**config.mk**
```make
export PLATFORM = sky130hd
export DESIGN_NAME = beam_threshold_loader
export DESIGN_NICKNAME = d
export VERILOG_FILES = /design/src/rtl/beam_thresh_pkg.sv /design/src/rtl/beam_thresh_shadow.sv /design/src/rtl/beam_threshold_loader.sv
export SDC_FILE = /design/constraint.sdc
export NUM_CORES = 1
export LEC_CHECK = 0
export BUFFER_PORTS_ARGS = -buffer_cell sky130_fd_sc_hd__buf_2
export CORE_MARGIN = 3
export CORE_UTILIZATION = 40
export CTS_BUF_LIST = sky130_fd_sc_hd__clkbuf_8
export CTS_CLUSTER_SIZE = 25
export DETAILED_ROUTE_END_ITERATION = 8
export GPL_ROUTABILITY_DRIVEN = 1
export PLACE_DENSITY_LB_ADDON = 0.05
export SYNTH_ARGS = -nofsm -noshare
export SYNTH_HDL_FRONTEND = slang
export SYNTH_SLANG_ARGS = --single-unit
```
**constraint.sdc**
```tcl
create_clock -name clk_i -period 3.11 [get_ports clk_i]
set_clock_uncertainty 0.05 [all_clocks]
set_input_delay 0.311 -clock clk_i [delete_from_list [all_inputs] [get_ports clk_i]]
set_output_delay 0.311 -clock clk_i [all_outputs]
set_load 0.02 [all_outputs]
```
**src/rtl/beam_thresh_pkg.sv**
```systemverilog
// beam_thresh_pkg
// Shared constants and FSM state encoding for the beamformer threshold loader.
//   THRESH_BITS_DEFAULT : default threshold width
//   THRESH_OFF          : shadow reset value; an all-ones threshold never fires
//   BEAM_ADDR_BITS      : width of the beam index / register address
//   fsm_state_t         : sequencer state (IDLE, LOAD, GAP, UPDATE)
package beam_thresh_pkg;

   localparam int          THRESH_BITS_DEFAULT = 18;
   localparam logic [17:0] THRESH_OFF          = 18'h3FFFF;
   localparam int          BEAM_ADDR_BITS      = 6;

   typedef logic [1:0] fsm_state_t;

   localparam fsm_state_t ST_IDLE   = 2'd0;
   localparam fsm_state_t ST_LOAD   = 2'd1;
   localparam fsm_state_t ST_GAP    = 2'd2;
   localparam fsm_state_t ST_UPDATE = 2'd3;

endpackage

```
**src/rtl/beam_thresh_shadow.sv**
```systemverilog
// beam_thresh_shadow
// NBEAMS x THRESH_BITS shadow register bank written by firmware at any time.
// Optional feature macro: BEAM_THRESH_READBACK_EN (registered readback port).
//   clk_i, rst_i  : clock, synchronous active-high reset (bank -> DEFAULT_THRESH)
//   wr_i          : write strobe
//   wr_addr_i     : write (and readback) beam index
//   wr_dat_i      : write data
//   wr_ok_o       : wr_addr_i is a valid beam index (combinational)
//   seq_idx_i     : sequencer read index (combinational read)
//   seq_dat_o     : shadow[seq_idx_i]
//   rd_dat_o      : (readback only) shadow[wr_addr_i] one cycle later, 0 if out of range
module beam_thresh_shadow
   import beam_thresh_pkg::*;
#(
   parameter int                     NBEAMS         = 2,
   parameter int                     THRESH_BITS    = THRESH_BITS_DEFAULT,
   parameter logic [THRESH_BITS-1:0] DEFAULT_THRESH = THRESH_BITS'(THRESH_OFF)
) (
   input  logic                      clk_i,
   input  logic                      rst_i,
   input  logic                      wr_i,
   input  logic [BEAM_ADDR_BITS-1:0] wr_addr_i,
   input  logic [THRESH_BITS-1:0]    wr_dat_i,
   output logic                      wr_ok_o,
   input  logic [BEAM_ADDR_BITS-1:0] seq_idx_i,
   output logic [THRESH_BITS-1:0]    seq_dat_o
`ifdef BEAM_THRESH_READBACK_EN
   ,output logic [THRESH_BITS-1:0]   rd_dat_o
`endif
);

   logic [THRESH_BITS-1:0] r_bank [NBEAMS];

   assign wr_ok_o = ({1'b0, wr_addr_i} < (BEAM_ADDR_BITS+1)'(NBEAMS));

   always_ff @(posedge clk_i) begin
      if (rst_i) begin
         for (int i = 0; i < NBEAMS; i++) r_bank[i] <= DEFAULT_THRESH;
      end else if (wr_i && wr_ok_o) begin
         for (int i = 0; i < NBEAMS; i++) begin
            if (wr_addr_i == BEAM_ADDR_BITS'(i)) r_bank[i] <= wr_dat_i;
         end
      end
   end

   // Explicit compare mux keeps the 6-bit index from over-addressing a small bank.
   always_comb begin
      seq_dat_o = '0;
      for (int i = 0; i < NBEAMS; i++) begin
         if (seq_idx_i == BEAM_ADDR_BITS'(i)) seq_dat_o = r_bank[i];
      end
   end

`ifdef BEAM_THRESH_READBACK_EN
   logic [THRESH_BITS-1:0] w_rd;
   logic [THRESH_BITS-1:0] r_rd;

   always_comb begin
      w_rd = '0;
      for (int i = 0; i < NBEAMS; i++) begin
         if (wr_addr_i == BEAM_ADDR_BITS'(i)) w_rd = r_bank[i];
      end
   end

   always_ff @(posedge clk_i) begin
      if (rst_i) r_rd <= '0;
      else       r_rd <= w_rd;
   end

   assign rd_dat_o = r_rd;
`endif

endmodule

```
**src/rtl/beam_threshold_loader.sv**
```systemverilog
// beam_threshold_loader
// Writer side of the beamformer threshold interface. Keeps a shadow threshold
// bank and, on request, streams it to the beamformer one beam per clock on
// thresh_o/thresh_ce_o, then issues a single update_o strobe.
// Optional feature macro: BEAM_THRESH_READBACK_EN (adds thr_rd_o).
//   clk_i, rst_i : clock, synchronous active-high reset
//   thr_wr_i     : shadow write strobe
//   thr_addr_i   : beam index for write / readback
//   thr_dat_i    : shadow write data
//   load_i       : load request, level sampled every clock
//   busy_o       : load sequence in progress
//   done_o       : one-cycle pulse after update_o
//   wr_err_o     : sticky, write to out-of-range beam
//   thresh_o     : threshold value to beamformer (holds when idle)
//   thresh_ce_o  : one-hot per-beam capture enable
//   update_o     : one-cycle apply strobe
//   thr_rd_o     : (readback only) shadow[thr_addr_i], one-cycle latency
//
// state   | meaning
// IDLE    | waiting for load_i
// LOAD    | emitting beam r_k on thresh_o / thresh_ce_o
// GAP     | quiet cycles before the apply strobe
// UPDATE  | update_o high; restart if a request is pending
module beam_threshold_loader
   import beam_thresh_pkg::*;
#(
   parameter int                     NBEAMS         = 2,
   parameter int                     THRESH_BITS    = THRESH_BITS_DEFAULT,
   parameter logic [THRESH_BITS-1:0] DEFAULT_THRESH = THRESH_BITS'(THRESH_OFF),
   parameter int                     UPDATE_GAP     = 2
) (
   input  logic                      clk_i,
   input  logic                      rst_i,
   input  logic                      thr_wr_i,
   input  logic [BEAM_ADDR_BITS-1:0] thr_addr_i,
   input  logic [THRESH_BITS-1:0]    thr_dat_i,
   input  logic                      load_i,
   output logic                      busy_o,
   output logic                      done_o,
   output logic                      wr_err_o,
   output logic [THRESH_BITS-1:0]    thresh_o,
   output logic [NBEAMS-1:0]         thresh_ce_o,
   output logic                      update_o
`ifdef BEAM_THRESH_READBACK_EN
   ,output logic [THRESH_BITS-1:0]   thr_rd_o
`endif
);

   localparam logic [BEAM_ADDR_BITS-1:0] K_LAST   = BEAM_ADDR_BITS'(NBEAMS - 1);
   localparam logic [3:0]                GAP_LOAD = 4'(UPDATE_GAP - 1);

   fsm_state_t                r_state;
   logic [BEAM_ADDR_BITS-1:0] r_k;
   logic [3:0]                r_gap_cnt;
   logic                      r_pending;
   logic                      r_busy;
   logic                      r_done;
   logic                      r_update;
   logic                      r_wr_err;
   logic [THRESH_BITS-1:0]    r_thresh;
   logic [NBEAMS-1:0]         r_ce;

   fsm_state_t                w_state_nxt;
   logic [BEAM_ADDR_BITS-1:0] w_k_nxt;
   logic [3:0]                w_gap_nxt;
   logic                      w_pend_nxt;
   logic [NBEAMS-1:0]         w_ce_nxt;
   logic [THRESH_BITS-1:0]    w_seq_dat;
   logic                      w_wr_ok;

   beam_thresh_shadow #(
      .NBEAMS         (NBEAMS),
      .THRESH_BITS    (THRESH_BITS),
      .DEFAULT_THRESH (DEFAULT_THRESH)
   ) u_shadow (
      .clk_i     (clk_i),
      .rst_i     (rst_i),
      .wr_i      (thr_wr_i),
      .wr_addr_i (thr_addr_i),
      .wr_dat_i  (thr_dat_i),
      .wr_ok_o   (w_wr_ok),
      .seq_idx_i (w_k_nxt),
      .seq_dat_o (w_seq_dat)
`ifdef BEAM_THRESH_READBACK_EN
      ,.rd_dat_o (thr_rd_o)
`endif
   );

   always_comb begin
      w_state_nxt = r_state;
      w_k_nxt     = r_k;
      w_gap_nxt   = r_gap_cnt;
      w_pend_nxt  = r_pending;
      case (r_state)
         ST_IDLE: begin
            if (load_i) begin
               w_state_nxt = ST_LOAD;
               w_k_nxt     = '0;
            end
         end
         ST_LOAD: begin
            if (load_i) w_pend_nxt = 1'b1;
            if (r_k == K_LAST) begin
               if (UPDATE_GAP == 0) begin
                  w_state_nxt = ST_UPDATE;
               end else begin
                  w_state_nxt = ST_GAP;
                  w_gap_nxt   = GAP_LOAD;
               end
            end else begin
               w_k_nxt = r_k + 1'b1;
            end
         end
         ST_GAP: begin
            if (load_i) w_pend_nxt = 1'b1;
            if (r_gap_cnt == 4'd0) w_state_nxt = ST_UPDATE;
            else                   w_gap_nxt   = r_gap_cnt - 1'b1;
         end
         ST_UPDATE: begin
            // A request arriving in the UPDATE cycle itself is folded into
            // the pending flag so it restarts without passing through IDLE.
            if (r_pending || load_i) begin
               w_state_nxt = ST_LOAD;
               w_k_nxt     = '0;
               w_pend_nxt  = 1'b0;
            end else begin
               w_state_nxt = ST_IDLE;
            end
         end
         default: w_state_nxt = ST_IDLE;
      endcase
   end

   always_comb begin
      w_ce_nxt = '0;
      if (w_state_nxt == ST_LOAD) begin
         for (int i = 0; i < NBEAMS; i++) w_ce_nxt[i] = (w_k_nxt == BEAM_ADDR_BITS'(i));
      end
   end

   // Outputs are registered from the next-state decode so each output cycle
   // matches the state register for that same cycle.
   always_ff @(posedge clk_i) begin
      if (rst_i) begin
         r_state   <= ST_IDLE;
         r_k       <= '0;
         r_gap_cnt <= '0;
         r_pending <= 1'b0;
         r_busy    <= 1'b0;
         r_done    <= 1'b0;
         r_update  <= 1'b0;
         r_wr_err  <= 1'b0;
         r_thresh  <= '0;
         r_ce      <= '0;
      end else begin
         r_state   <= w_state_nxt;
         r_k       <= w_k_nxt;
         r_gap_cnt <= w_gap_nxt;
         r_pending <= w_pend_nxt;
         r_busy    <= (w_state_nxt != ST_IDLE);
         r_done    <= (r_state == ST_UPDATE);
         r_update  <= (w_state_nxt == ST_UPDATE);
         r_ce      <= w_ce_nxt;
         if (w_state_nxt == ST_LOAD) r_thresh <= w_seq_dat;
         if (thr_wr_i && !w_wr_ok)   r_wr_err <= 1'b1;
      end
   end

   assign busy_o      = r_busy;
   assign done_o      = r_done;
   assign wr_err_o    = r_wr_err;
   assign thresh_o    = r_thresh;
   assign thresh_ce_o = r_ce;
   assign update_o    = r_update;

endmodule

```
==> metrics.md <==
| Metric | Value |
|---|---|
| Outcome | complete, no violations |
| Slew Limit Fails | 0 |
| Rel. slew slack | 0.5556 |
| CTS HTree Levels | 3 |
| First-pass GRT wire length | approximately 11000 µm |
| GR Layer Usage met1 | 0.1888 |
| Share of the synthesized area in the top cell type | 0.3164 |
| Vias in the first global route | 2285 |
| Sequential Power Share | 0.436 |
| CTS clk-pin slew, worst paths | around 70 ps |
| Slew @ Worst Pin | between 600 and 700 ps |
| Post_cts resized | 0 |
| Synthesized area | approximately 3400 µm² |
| Commonest non-fill, non-tap cell in the layout | buf_2 |
| GR met2 Demand/Resource | 0.2340 |
| Placed insts | 432 |
| Routed vias | between 2k and 2.5k |
| CTS tree | yes |
| Most used DFF post-synth | dfxtp_1 |
| Busiest grt layer | met2 |
| Reg-to-Reg End | thresh_o[1] |
| Area growth syn-to-layout | 16.11% |
| Core Rows | 33 |
| Most area-hungry cell type in the Yosys netlist | edfxtp_1 |
| Post-synthesis sequential area ratio | 0.5331 |
| Fmax | about 0.36 GHz |
| Crit path required time | roughly 3300 ps |
| Largest net degree at the start of global routing | 37 |
| Final GP Congestion | just over 0.8 |
| Synth unique cells | between 40 and 50 |
| RSZ-0062 raised after global routing | false |
| Setup violators final | 0 |
| Ys async rst share | 0 |
| Syn Area/Cell | 11.91 µm² |
| Crit path largest cell delay | 570 ps |
| Remaining antenna violation count after routing | 0 |
| CTS sink cnt | between 70 and 80 |
| R2R Setup Slk | around 330 ps |
| Crit path to | thresh_o[1] |
| Post-Layout Cell Count | around 450 |
| Synth warnings | 0 |
| # fillers | ~790 |
| Fin nets | 374 |
| Starting DRT DRC Count | 95 |
| CTS max path bufs | 2 |
| Met3 GRT Util | 0.04600 |
| Post-synthesis net count | 323 |
| Clk network pwr share | 0.303 |
| Fin crit period | around 2800 ps |
| Dpl hpwl | 4557 µm |
| Switching pwr | approximately 0.83 mW |
| Pwr/cell area | between 600 and 700 nW/µm² |
| Number of CTS-inserted buffers | 9 |
| WL/cell | about 15 µm |
| Overall Global Routing Usage | 0.1465 |
| Die area | roughly 9700 µm² |
| Critical path's slowest cell | a211oi_4 |
| Diode count | 0 |
| Gr ovfl total | 0 |
| Final worst-path cycle share | 0.8948 |
| Fraction of layout instances using a drive strength above 1 | 0.2974 |
| CP Max Fanout | 9 |
| Die Y | roughly 98 µm |
| Multi-input gate area | around 1300 µm² |
| Drt total wl | 6923 µm |
| Synth area leaders | edfxtp_1 (32%), dfxtp_1 (22%), o32ai_2 (8.6%), mux2i_1 (5.3%), or3_1 (3.7%) |
| Crit end category | register |
| Initial Util | 0.4138 |
| Internal power | around 1.9 mW |
| Clk_lat worst skew | 340 ps |
| PortBufs | 51 |
| I/O pin cnt | 52 |
| Worst setup path startpoint | r_k[0] |
| Core footprint | 8258 µm² |
| Final hold viol count | 0 |
| WHS | roughly 190 ps |
| Die width | approximately 98 µm |
| Post-synth EDFFs | 36 |
| Sequential Area | approximately 1800 µm² |
| Max Cap Violations | 0 |
| Initial antenna violation count | 0 |
| Worst VDD drop | approximately 310 µV |
| Switching fraction of total power | 0.3078 |
| Crit path kind | register to register |
| Comb power frac | 0.262 |
| TNS Setup | 0 ps |
| DR vias/cell | between 5 and 6 |
| # DRC | 0 |
| R2r worst-path depth | 7 |
| CTS Hold Bufs | 0 |
| DRT Pass-1 Iters | 4 |
| Root buf cell | clkbuf_8 |
| Cell chain of the critical path | ha_1 > or3b_1 > and3_4 > a211oi_4 > buf_4 > mux2i_1 > o32ai_2 |
| Total setup buffers inserted after CTS | 0 |
| Most frequent cells in the layout | buf_2 (51), dfxtp_1 (37), edfxtp_1 (36), inv_1 (31), or3_1 (20) |
| Leakage dissipation | between 1.5 and 2 nW |
| #FFs+latches synth | 73 |
| Arrival @ worst endpoint | 2940 ps |
| Worst reg2reg startpoint | r_k[0] |
| Min-Delay Path Class | input port to register |
| CP Launch Type | register |
| Mapped Cells | approximately 290 |
-- cell families (layout without fill, tap and decap cells) --
logic type,Yosys count,count (layout),synth area share
buffers and inverters,50,106,0.07689
AO/OA/AOI/OAI,64,64,0.1798
adder cells (fa/ha/maj),8,8,0.02929
flip-flops,73,73,0.5331
AND/OR/NAND/NOR,72,72,0.1230
multiplexers,18,18,0.05273
XOR/XNOR,2,2,0.005127
-- per-layer routing --
layer  wire length, µm  vias up  part of all wire
li1                  -     1158                 -
met1              3211     1127              0.46
met2              3233       51              0.47
met3               359        9             0.052
met4               119        0             0.017
met5                 0        -                 0
-- through the flow --
stage | util | cell area (µm²) | setup slack, ps | power (mW)
after floorplan | - | 3417 | 482.4 | 1.739
after global placement | 0.4541 | 3750 | 386.8 | 1.912
after detailed placement | 0.4541 | 3750 | 309.3 | 1.919
after CTS | 0.4805 | 3968 | 298.2 | 2.742
after global routing | 0.4805 | 3968 | 128.7 | 2.859
final | 0.4805 | 3968 | 327.3 | 2.706
-- synthesized netlist by cell type, types with 5 or more instances --
cell	count
a211oi_1	5
a21oi_1	14
buf_2	5
buf_6	6
clkbuf_1	6
dfxtp_1	37
edfxtp_1	36
ha_1	8
inv_1	30
mux2i_1	18
nor2_1	13
nor3_1	6
o21ai_0	10
o32ai_2	18
or3_1	20
-- worst min-delay path by stage --
stage	from	to	slack, ps	cells past startpoint
floorplan	thr_wr_i	wr_err_o	400	2
global placement	wr_err_o	wr_err_o	410	2
detailed placement	thresh_o[16]	thresh_o[16]	410	2
CTS	thr_wr_i	wr_err_o	180	3
global route	thr_dat_i[9]	u_shadow.r_bank[0][27]	180	2
finish	thr_wr_i	wr_err_o	190	3
-- sequential cells by signal, summed over array words and instances (netlist names) --
name,flops
update_o,1
r_state,2
r_k,6
wr_err_o,1
thresh_ce_o,2
busy_o,1
r_pending,1
r_gap_cnt,4
u_shadow.r_bank,36
done_o,1
thresh_o,18
-- power by group through the flow --
stage               clock network, mW  registers (mW)  logic (mW)
CTS                             0.840            1.18       0.720
detailed placement                  0            1.20       0.716
global placement                    0            1.20       0.708
floorplan                           0            1.28       0.459
finish                          0.819            1.18       0.708
global route                    0.888            1.19       0.777
-- worst max-delay path, delay by kind of cell, from the launching register on --
family | cells | cell delay, ps
and+or+nand+nor | 2 | 710
DFF | 1 | 490
AOI/OAI and AO/OA | 2 | 660
buffers and inverters | 1 | 310
muxes | 1 | 230
adders and majority gates | 1 | 210
-- layout make-up --
type	count	area share
inverters	30	0.02838
clock inverters	7	0.02365
clock buffers	9	0.03122
well taps	105	0.03311
flip-flops and latches	73	0.4592
multi-input cells	164	0.3368
repair buffers	60	0.08767
Power figures use the tool's default switching activity.
